File: config.mk
export PLATFORM = sky130hd
export DESIGN_NAME = cordic_vectoring_engine_flat
export DESIGN_NICKNAME = d
export VERILOG_FILES = /design/src/rtl/cordic_vectoring_engine_if.sv /design/src/rtl/cordic_vectoring_engine.sv /design/src/flat_wrapper.sv
export SDC_FILE = /design/constraint.sdc
export NUM_CORES = 1
export LEC_CHECK = 0
export CAP_MARGIN = 20
export CORE_AREA = 2 2 153 155
export CTS_BUF_LIST = sky130_fd_sc_hd__clkbuf_16
export DETAILED_ROUTE_END_ITERATION = 10
export DIE_AREA = 0 0 155 157
export HOLD_SLACK_MARGIN = 0.08
export PLACE_DENSITY = 0.8
export SYNTH_ARGS = -nofsm -noshare
export SYNTH_HDL_FRONTEND = slang
export SYNTH_SLANG_ARGS = --single-unit
File: constraint.sdc
create_clock -name i_clk -period 6.66 [get_ports i_clk]
set_clock_uncertainty 0.15 [all_clocks]
set_input_delay 0.666 -clock i_clk [delete_from_list [all_inputs] [get_ports i_clk]]
set_output_delay 0.666 -clock i_clk [all_outputs]
set_load 0.01 [all_outputs]
File: src/rtl/cordic_vectoring_engine_if.sv
// Cartesian-in / polar-out stream bundle for the vectoring CORDIC engine.
// Both sides use valid/ready: a transfer happens on a rising edge where valid
// and ready are both high, and a held valid keeps its data stable until then.
interface cordic_vectoring_engine_if #(
  parameter int DATA_WIDTH = 18
);
  logic signed [DATA_WIDTH-1:0] in_x;
  logic signed [DATA_WIDTH-1:0] in_y;
  logic                         i_valid_in;
  logic                         o_ready_in;
  logic        [DATA_WIDTH:0]   o_mag;
  logic        [DATA_WIDTH-1:0] o_angle;
  logic                         o_valid_out;
  logic                         i_ready_out;

  modport master (
    output in_x, in_y, i_valid_in, i_ready_out,
    input  o_ready_in, o_mag, o_angle, o_valid_out
  );

  modport slave (
    input  in_x, in_y, i_valid_in, i_ready_out,
    output o_ready_in, o_mag, o_angle, o_valid_out
  );
endinterface

File: src/rtl/cordic_vectoring_engine.sv
// Iterative vectoring-mode CORDIC: (x, y) -> (K*|v|, angle in [0, 2*pi)),
// one shared shift-add element reused for N_ITER micro-rotations.
module cordic_vectoring_engine #(
  parameter int DATA_WIDTH = 18,
  parameter int N_ITER     = 15
) (
  input  logic                      i_clk,
  input  logic                      i_rst_n,
  cordic_vectoring_engine_if.slave  bus,
  output logic [2:0]                dbg_state_o
);
  localparam int W = DATA_WIDTH;
  localparam int E = DATA_WIDTH + 2;

  localparam logic signed [E-1:0] OFF_PI2  = E'(6434);
  localparam logic signed [E-1:0] OFF_PI   = E'(12868);
  localparam logic signed [E-1:0] OFF_3PI2 = E'(19302);
  localparam logic signed [E-1:0] TWO_PI   = E'(25736);
  localparam logic [4:0]          LAST     = 5'(N_ITER - 1);

  typedef enum logic [2:0] {
    S_IDLE  = 3'd0,
    S_FOLD  = 3'd1,
    S_ITER  = 3'd2,
    S_FINAL = 3'd3,
    S_DONE  = 3'd4
  } state_t;

  state_t              state_q, state_d;
  logic signed [E-1:0] x_q, x_d, y_q, y_d, z_q, z_d, off_q, off_d;
  logic [4:0]          i_q, i_d;
  logic                zero_q, zero_d;
  logic [W:0]          mag_q, mag_d;
  logic [W-1:0]        angle_q, angle_d;
  logic                valid_q, valid_d;
  logic signed [E-1:0] x_sh, y_sh, a_sum;

  // atan(2^-i) in the same 12-fractional-bit radian format as the angle output.
  function automatic logic signed [E-1:0] atan_lut(input logic [4:0] idx);
    case (idx)
      5'd0:    return E'(3217);
      5'd1:    return E'(1899);
      5'd2:    return E'(1003);
      5'd3:    return E'(509);
      5'd4:    return E'(256);
      5'd5:    return E'(128);
      5'd6:    return E'(64);
      5'd7:    return E'(32);
      5'd8:    return E'(16);
      5'd9:    return E'(8);
      5'd10:   return E'(4);
      5'd11:   return E'(2);
      5'd12:   return E'(1);
      default: return '0;
    endcase
  endfunction

  always_comb begin
    state_d = state_q;
    x_d     = x_q;
    y_d     = y_q;
    z_d     = z_q;
    off_d   = off_q;
    i_d     = i_q;
    zero_d  = zero_q;
    mag_d   = mag_q;
    angle_d = angle_q;
    valid_d = valid_q;
    x_sh    = x_q >>> i_q;
    y_sh    = y_q >>> i_q;
    a_sum   = off_q + z_q;

    case (state_q)
      S_IDLE: begin
        if (bus.i_valid_in) begin
          x_d     = {{2{bus.in_x[W-1]}}, bus.in_x};
          y_d     = {{2{bus.in_y[W-1]}}, bus.in_y};
          state_d = S_FOLD;
        end
      end
      S_FOLD: begin
        // Two guard bits make negating the most negative input safe.
        zero_d = (x_q == '0) && (y_q == '0);
        z_d    = '0;
        i_d    = '0;
        case ({x_q[E-1], y_q[E-1]})
          2'b10: begin x_d = y_q;  y_d = -x_q; off_d = OFF_PI2;  end
          2'b11: begin x_d = -x_q; y_d = -y_q; off_d = OFF_PI;   end
          2'b01: begin x_d = -y_q; y_d = x_q;  off_d = OFF_3PI2; end
          default: off_d = '0;
        endcase
        state_d = S_ITER;
      end
      S_ITER: begin
        if (!y_q[E-1]) begin
          x_d = x_q + y_sh;
          y_d = y_q - x_sh;
          z_d = z_q + atan_lut(i_q);
        end else begin
          x_d = x_q - y_sh;
          y_d = y_q + x_sh;
          z_d = z_q - atan_lut(i_q);
        end
        i_d = i_q + 5'd1;
        if (i_q == LAST) state_d = S_FINAL;
      end
      S_FINAL: begin
        // Residual rotation error can push the sum just past either end of [0, 2*pi).
        if (zero_q || a_sum[E-1])  angle_d = '0;
        else if (a_sum >= TWO_PI)  angle_d = a_sum[W-1:0] - TWO_PI[W-1:0];
        else                       angle_d = a_sum[W-1:0];
        mag_d   = zero_q ? '0 : x_q[W:0];
        valid_d = 1'b1;
        state_d = S_DONE;
      end
      S_DONE: begin
        if (bus.i_ready_out) begin
          valid_d = 1'b0;
          state_d = S_IDLE;
        end
      end
      default: state_d = S_IDLE;
    endcase
  end

  always_ff @(posedge i_clk or negedge i_rst_n) begin
    if (!i_rst_n) begin
      state_q <= S_IDLE;
      x_q     <= '0;
      y_q     <= '0;
      z_q     <= '0;
      off_q   <= '0;
      i_q     <= '0;
      zero_q  <= 1'b0;
      mag_q   <= '0;
      angle_q <= '0;
      valid_q <= 1'b0;
    end else begin
      state_q <= state_d;
      x_q     <= x_d;
      y_q     <= y_d;
      z_q     <= z_d;
      off_q   <= off_d;
      i_q     <= i_d;
      zero_q  <= zero_d;
      mag_q   <= mag_d;
      angle_q <= angle_d;
      valid_q <= valid_d;
    end
  end

  assign bus.o_ready_in  = (state_q == S_IDLE);
  assign bus.o_valid_out = valid_q;
  assign bus.o_mag       = mag_q;
  assign bus.o_angle     = angle_q;
  assign dbg_state_o     = state_q;
endmodule

File: src/flat_wrapper.sv
// flat-port wrapper written by rule: the top's interface ports become plain ports
module cordic_vectoring_engine_flat 
#(
  parameter int DATA_WIDTH = 18,
  parameter int N_ITER     = 15
)
  (i_clk, i_rst_n, dbg_state_o, bus_in_x, bus_in_y, bus_i_valid_in, bus_i_ready_out, bus_o_ready_in, bus_o_mag, bus_o_angle, bus_o_valid_out);
  cordic_vectoring_engine_if #(.DATA_WIDTH(DATA_WIDTH)) bus_i ();
  input  logic i_clk;
  input  logic i_rst_n;
  output logic [2:0] dbg_state_o;
  input wire logic [$bits(bus_i.in_x)-1:0] bus_in_x;
  input wire logic [$bits(bus_i.in_y)-1:0] bus_in_y;
  input wire logic [$bits(bus_i.i_valid_in)-1:0] bus_i_valid_in;
  input wire logic [$bits(bus_i.i_ready_out)-1:0] bus_i_ready_out;
  output wire logic [$bits(bus_i.o_ready_in)-1:0] bus_o_ready_in;
  output wire logic [$bits(bus_i.o_mag)-1:0] bus_o_mag;
  output wire logic [$bits(bus_i.o_angle)-1:0] bus_o_angle;
  output wire logic [$bits(bus_i.o_valid_out)-1:0] bus_o_valid_out;
  assign bus_i.in_x = bus_in_x;
  assign bus_i.in_y = bus_in_y;
  assign bus_i.i_valid_in = bus_i_valid_in;
  assign bus_i.i_ready_out = bus_i_ready_out;
  assign bus_o_ready_in = bus_i.o_ready_in;
  assign bus_o_mag = bus_i.o_mag;
  assign bus_o_angle = bus_i.o_angle;
  assign bus_o_valid_out = bus_i.o_valid_out;
  cordic_vectoring_engine #(.DATA_WIDTH(DATA_WIDTH), .N_ITER(N_ITER)) u_core (.i_clk(i_clk), .i_rst_n(i_rst_n), .bus(bus_i), .dbg_state_o(dbg_state_o));
endmodule
== Word level (Yosys, flattened, before mapping) ==
Memories as Yosys holds them, arrays and structs flattened.
Index checks and enable logic that the tools add are counted.

* Reduce and logical (&&, ||, !) cells: 11
* Add/sub/neg operators: 11
* Equal/unequal tests: 12
* Shift-type cells: 2
* Mux-type cells: 27
* $lt $le $gt $ge: 1

{| class="wikitable"
|+ Operator list
! operator !! count
|-
| $pmux 20 s3 || 4
|-
| $mux 20 || 11
|-
| $add 20x20->20 || 4
|-
| $sub 20x20->20 || 3
|-
| $pmux 15 s3 || 1
|-
| $logic_not 20->1 || 2
|-
| $neg 20->20 || 2
|-
| $pmux 20 s2 || 1
|-
| $sshr 20x5->20 || 2
|-
| $mux 18 || 2
|-
| $ge 20x16->1 const B || 1
|-
| $mux 19 || 1
|-
| $sub 18x15->18 const B || 1
|-
| $pmux 3 s5 || 1
|-
| $pmux 5 s2 || 1
|-
| $mux 3 || 3
|-
| $eq 3x2->1 const B || 2
|-
| $reduce_and 3->1 || 2
|-
| $add 5x1->5 const B || 1
|-
| $eq 5x4->1 const B || 1
|-
| $eq 2x2->1 const B || 2
|-
| $ne 2x2->1 const B || 2
|-
| $ne 4x1->1 const B || 1
|-
| $reduce_bool 2->1 || 2
|-
| 11 further kinds || 11
|}

* Input port bits: 40
* Register bits: 127
* Memory bits (read-only): 384
* Memories kept: 2
* Logic and storage cells: 76
* Output and inout port bits: 42

{| class="wikitable"
|+ Memories
! name !! words !! width !! read ports !! clocked after memory_dff !! wr ports !! RTL line !! RTL
|-
| (no name shown) || 16 || 12 || 1 || 0 || 0 || cordic_vectoring_engine.sv:40 || <nowiki>case (idx)</nowiki>
|-
| (no name shown) || 16 || 12 || 1 || 0 || 0 || cordic_vectoring_engine.sv:40 ||
|}

== Longest topological paths before layout ==
An unclocked memory read counts as a cell.

* Depth in word-level cells: 7
* Depth in mapped cells: 25
* Depth with buffers taken out: 21

== Worst setup path after synthesis ==
No wires, ideal clock.

* Path kind: register to register
* Start: register u_core.i_q[0]
* End: register u_core.y_q[17]
* Data arrival time: 4.531 ns
* Buffers on the path: 3
* Slack: 1.843 ns
* Data required time: 6.373 ns
* Clock period less this slack: 4.817 ns
* Cell stages (with the launch flop): 22
* Setup time: 0.137 ns
* Path through: dfrtp_1 buf_6 buf_2 mux4_2 mux2_2 mux2_2 a22oi_1 and4_1 clkbuf_1 and3_1 nor2_1 xnor2_1 ha_1 a21o_1 a21oi_1 o21a_1 a31oi_1 a31oi_1 o21bai_1 a21oi_1 xor2_1 o22ai_1

* Longest elaborated chain between the ends: 4
* Elaborated cells between the ends (all ways): 5
* Classes of those cells: add/sub: 2; shift: 1; mux: 2

{| class="wikitable"
|+ Ends and longest elaborated chain
! what !! RTL line !! RTL
|-
| start, declared || cordic_vectoring_engine.sv:31 || <nowiki>logic [4:0] i_q, i_d;</nowiki>
|-
| start signal, assigned || cordic_vectoring_engine.sv:144 || <nowiki>i_q <= i_d;</nowiki>
|-
| $sshr 20x5->20 (*) || cordic_vectoring_engine.sv:69 || <nowiki>x_sh = x_q >>> i_q;</nowiki>
|-
| $sub 20x20->20 / $add 20x20->20 (equally long branches) || cordic_vectoring_engine.sv:97, cordic_vectoring_engine.sv:101 ||
|-
| $mux 20 (*) || cordic_vectoring_engine.sv:95 || <nowiki>if (!y_q[E-1]) begin</nowiki>
|-
| $pmux 20 s3 (*) || cordic_vectoring_engine.sv:73 || <nowiki>case (state_q)</nowiki>
|-
| end signal, assigned || cordic_vectoring_engine.sv:141 || <nowiki>y_q <= y_d;</nowiki>
|-
| end, declared || cordic_vectoring_engine.sv:30 || <nowiki>logic signed [E-1:0] x_q, x_d, y_q, y_d, z_q, z_d, off_q, off_d;</nowiki>
|}

Mark *: on every way between the ends. The rest lies on a longest branch, timed or not.
A chain may end at the register's enable or synchronous reset.

== Worst setup path after layout ==
* Start: register u_core.i_q[1]
* End: register u_core.y_q[17]

Same word-level chain as after synthesis.

==> metrics.yaml <==
drt-wirelength-per-cell_um: 23.8
routed_via_density: 7.00
muxShareOfSynthArea_pct: 10.3
drt_drc_violations_left: 0
async_reset_ff_share_pct: 100
clk_pin_slew_worst_paths_ps: 90
ys_dominant_reg_cell: "sky130_fd_sc_hd__dfrtp_1"
period_needed_ps: 5770
route.vias.total: 14400
post-route-period-util_pct: 86.6
cts_root_buf: "sky130_fd_sc_hd__clkbuf_16"
register_area_um2: 2810
worst_slew_pin_slew_ps: 1140
cp-start-kind: "register"
hold_path.class: "in2async"
grt_overflow: 0
clk_latency_ps: 390
drt_first_pass_iters: 7
grt_antenna_before_repair: 0
initial_utilization_pct: 61.8
pin_count_of_the_biggest_net_entering_global_routing: 58
ys_top_cells_by_area: "sky130_fd_sc_hd__dfrtp_1, sky130_fd_sc_hd__ha_1, sky130_fd_sc_hd__mux4_2"
timing.setup.tns_ps: 0
status: "complete, no violations"
routabilityCongestion: 1.03
post_synthesis_share_of_cell_area_spent_on_full_adders_half_adders_and_majority_gates_pct: 8.41
synth-edff-count: 0
fraction_of_layout_cells_with_a_size_suffix_above_1_pct: 8.78
top_level_ports: 82
ctsLongestPathBuffers: 2
first_global_vias: 13600
synth_warnings: 0
dp_hpwl_um: 35300
detail_route.wirelength_um: 48800
number_of_nets_in_the_synthesized_netlist: 1914
cts_post_setup_buffers_inserted: 0
critPathKind: "reg2reg"
nFillCells: 1974
post_synth_instance_area_um2: 13900
critPathRequiredTime_ps: 6770
ys_ff_latch: 112
critical_path_peak_fanout: 19
cts_tree: "yes"
layout.nets: 1891
synth_xor_xnor_area_share_pct: 8.26
cp-end-kind: "register"
post_cts_hold_buffer_count: 0
critPathArrivalTime_ps: 5870
synth.largest_area_cell: "sky130_fd_sc_hd__dfrtp_1"
rsz0062_at_grt: "no"
floorplan_core_area_um2: 22500
achievable-frequency_mhz: 173
post_cts_resize_count: 0
die-width_um: 155
ctsHtreeMaxLevel: 3
synth_most_common_cell: "sky130_fd_sc_hd__nand2_1"
drt_iter0_markers: 1788
die-area_um2: 24300
die_height_um: 157
synth.yosys.seq_area_share_pct: 20.2
grt_use_total_pct: 39.9
combinational_family_with_the_most_area_after_synthesis: "compound AO/OA/AOI/OAI gates"
post_synth.cell_area_avg_um2: 7.79
grt_pass1_wl_um: 75700
num_antenna_cells: 0
drv_cap: 0
io_buffers: 81
slew_violations: 0
synth_top_cells_by_count: "sky130_fd_sc_hd__nand2_1, sky130_fd_sc_hd__o21ai_0, sky130_fd_sc_hd__nor2_1"
synthToLayoutAreaGrowth_pct: 8.47
multiInputGateArea_um2: 10300
syn_inst: 1783
synthSimpleGateAreaFrac_pct: 20.8
clkSinkCount: 112
antenna_violating_nets_post_route: 0
number_of_standard_cell_rows_in_the_floorplan: 55
finalSetupViolCount: 0
cts_buffers: 9
finalHoldViolCount: 0
synth_compound_area_share_pct: 26.4
post_synth_num_cell_types: 87
synth_top_area_share_pct: 20.2
timing.reg2reg.worst_path_depth: 18
max_slew_margin_pct: 24.2
==> sequential cells by signal, indices dropped and copies added (netlist names) <==
signal and count:
u_core.dbg_state_o 3, u_core.y_q 20, u_core.z_q 20, u_core.i_q 5
u_core.x_q 20, u_core.off_q 5, u_core.zero_q 1, u_core.bus.o_valid_out 1
u_core.bus.o_angle 18, u_core.bus.o_mag 19
==> per-layer routing <==
layer / part of all wire (%) / up-vias / global-route usage [%]
li1: - / 6544 / -
met1: 39 / 6734 / 49.9
met2: 45 / 859 / 65.8
met3: 9.3 / 222 / 5.81
met4: 6.8 / 0 / 23.8
met5: 0 / - / 0
==> worst max-delay path: stages, from the launching register on <==
cell                       delay (ps)
sky130_fd_sc_hd__dfrtp_2          610
sky130_fd_sc_hd__clkinv_1         710
sky130_fd_sc_hd__mux4_2           750
sky130_fd_sc_hd__o221ai_1         320
sky130_fd_sc_hd__nor2b_1          240
sky130_fd_sc_hd__and4_1           360
sky130_fd_sc_hd__and3_1           270
sky130_fd_sc_hd__nor2_1            70
sky130_fd_sc_hd__xnor2_1          290
sky130_fd_sc_hd__ha_1             320
sky130_fd_sc_hd__a21o_1           190
sky130_fd_sc_hd__a21oi_1          190
sky130_fd_sc_hd__o21a_1           150
sky130_fd_sc_hd__a31oi_1           60
sky130_fd_sc_hd__a31oi_1          380
sky130_fd_sc_hd__o21bai_1         110
sky130_fd_sc_hd__a21oi_1          200
sky130_fd_sc_hd__xor2_1           170
sky130_fd_sc_hd__o22ai_1           90
==> area by class of cell <==
| class | count | area share, % |
|---|---|---|
| Clock inverter | 7 | 0.556 |
| Multi-Input combinational cell | 1467 | 68.4 |
| Sequential cell | 112 | 18.6 |
| Timing Repair Buffer | 116 | 7.19 |
| Tap cell | 285 | 2.37 |
| Clock buffer | 9 | 1.49 |
| Inverter | 54 | 1.34 |
==> logic make-up after synthesis <==
logic type               Yosys count
multiplexers                      87
adder cells (fa/ha/maj)           91
buffers and inverters            204
AND/OR/NAND/NOR                  605
flip-flops                       112
XOR/XNOR                         131
AO/OA/AOI/OAI                    553
==> final timing paths <==
check,slack (ps),from,endpoint
setup / recovery,890,u_core.i_q[1]$_DFFE_PN0N_,u_core.y_q[17]$_DFFE_PN0P_
hold / removal,190,i_rst_n,u_core.bus.o_angle[6]$_DFFE_PN0P_
setup reg to reg,890,u_core.i_q[1]$_DFFE_PN0N_,u_core.y_q[17]$_DFFE_PN0P_
hold reg to reg,330,u_core.bus.o_mag[17]$_DFFE_PN0P_,u_core.bus.o_mag[17]$_DFFE_PN0P_
max in group asynchronous,4880,i_rst_n,u_core.y_q[2]$_DFFE_PN0P_
min in group i_clk,330,u_core.bus.o_mag[17]$_DFFE_PN0P_,u_core.bus.o_mag[17]$_DFFE_PN0P_
==> stage by stage <==
step / hold slack (ps) / area (um^2) / instances / worst slack, ps / utilization, %
floorplan: 220 / 13900 / 1783 / 1840 / -
CTS: 255 / 15100 / 2050 / 944 / 67.0
global placement: 312 / 14800 / 2034 / 1070 / 65.6
global route: 267 / 15100 / 2050 / 454 / 67.0
finish: 192 / 15100 / 2050 / 893 / 67.0
detailed placement: 319 / 14800 / 2034 / 969 / 65.6
==> cell usage in the layout, fill, tap and decap left out, drive strengths merged, types with 50 or more instances in the layout <==
cell / n
a21oi: 116
xnor2: 84
ha: 87
dfrtp: 112
nand2: 211
clkdlybuf4s50: 80
inv: 53
o21ai: 148
nor3: 50
nor2: 140
Power is not shown: default switching activity piles up to over one toggle a cycle in this logic, so the estimate is an artifact.
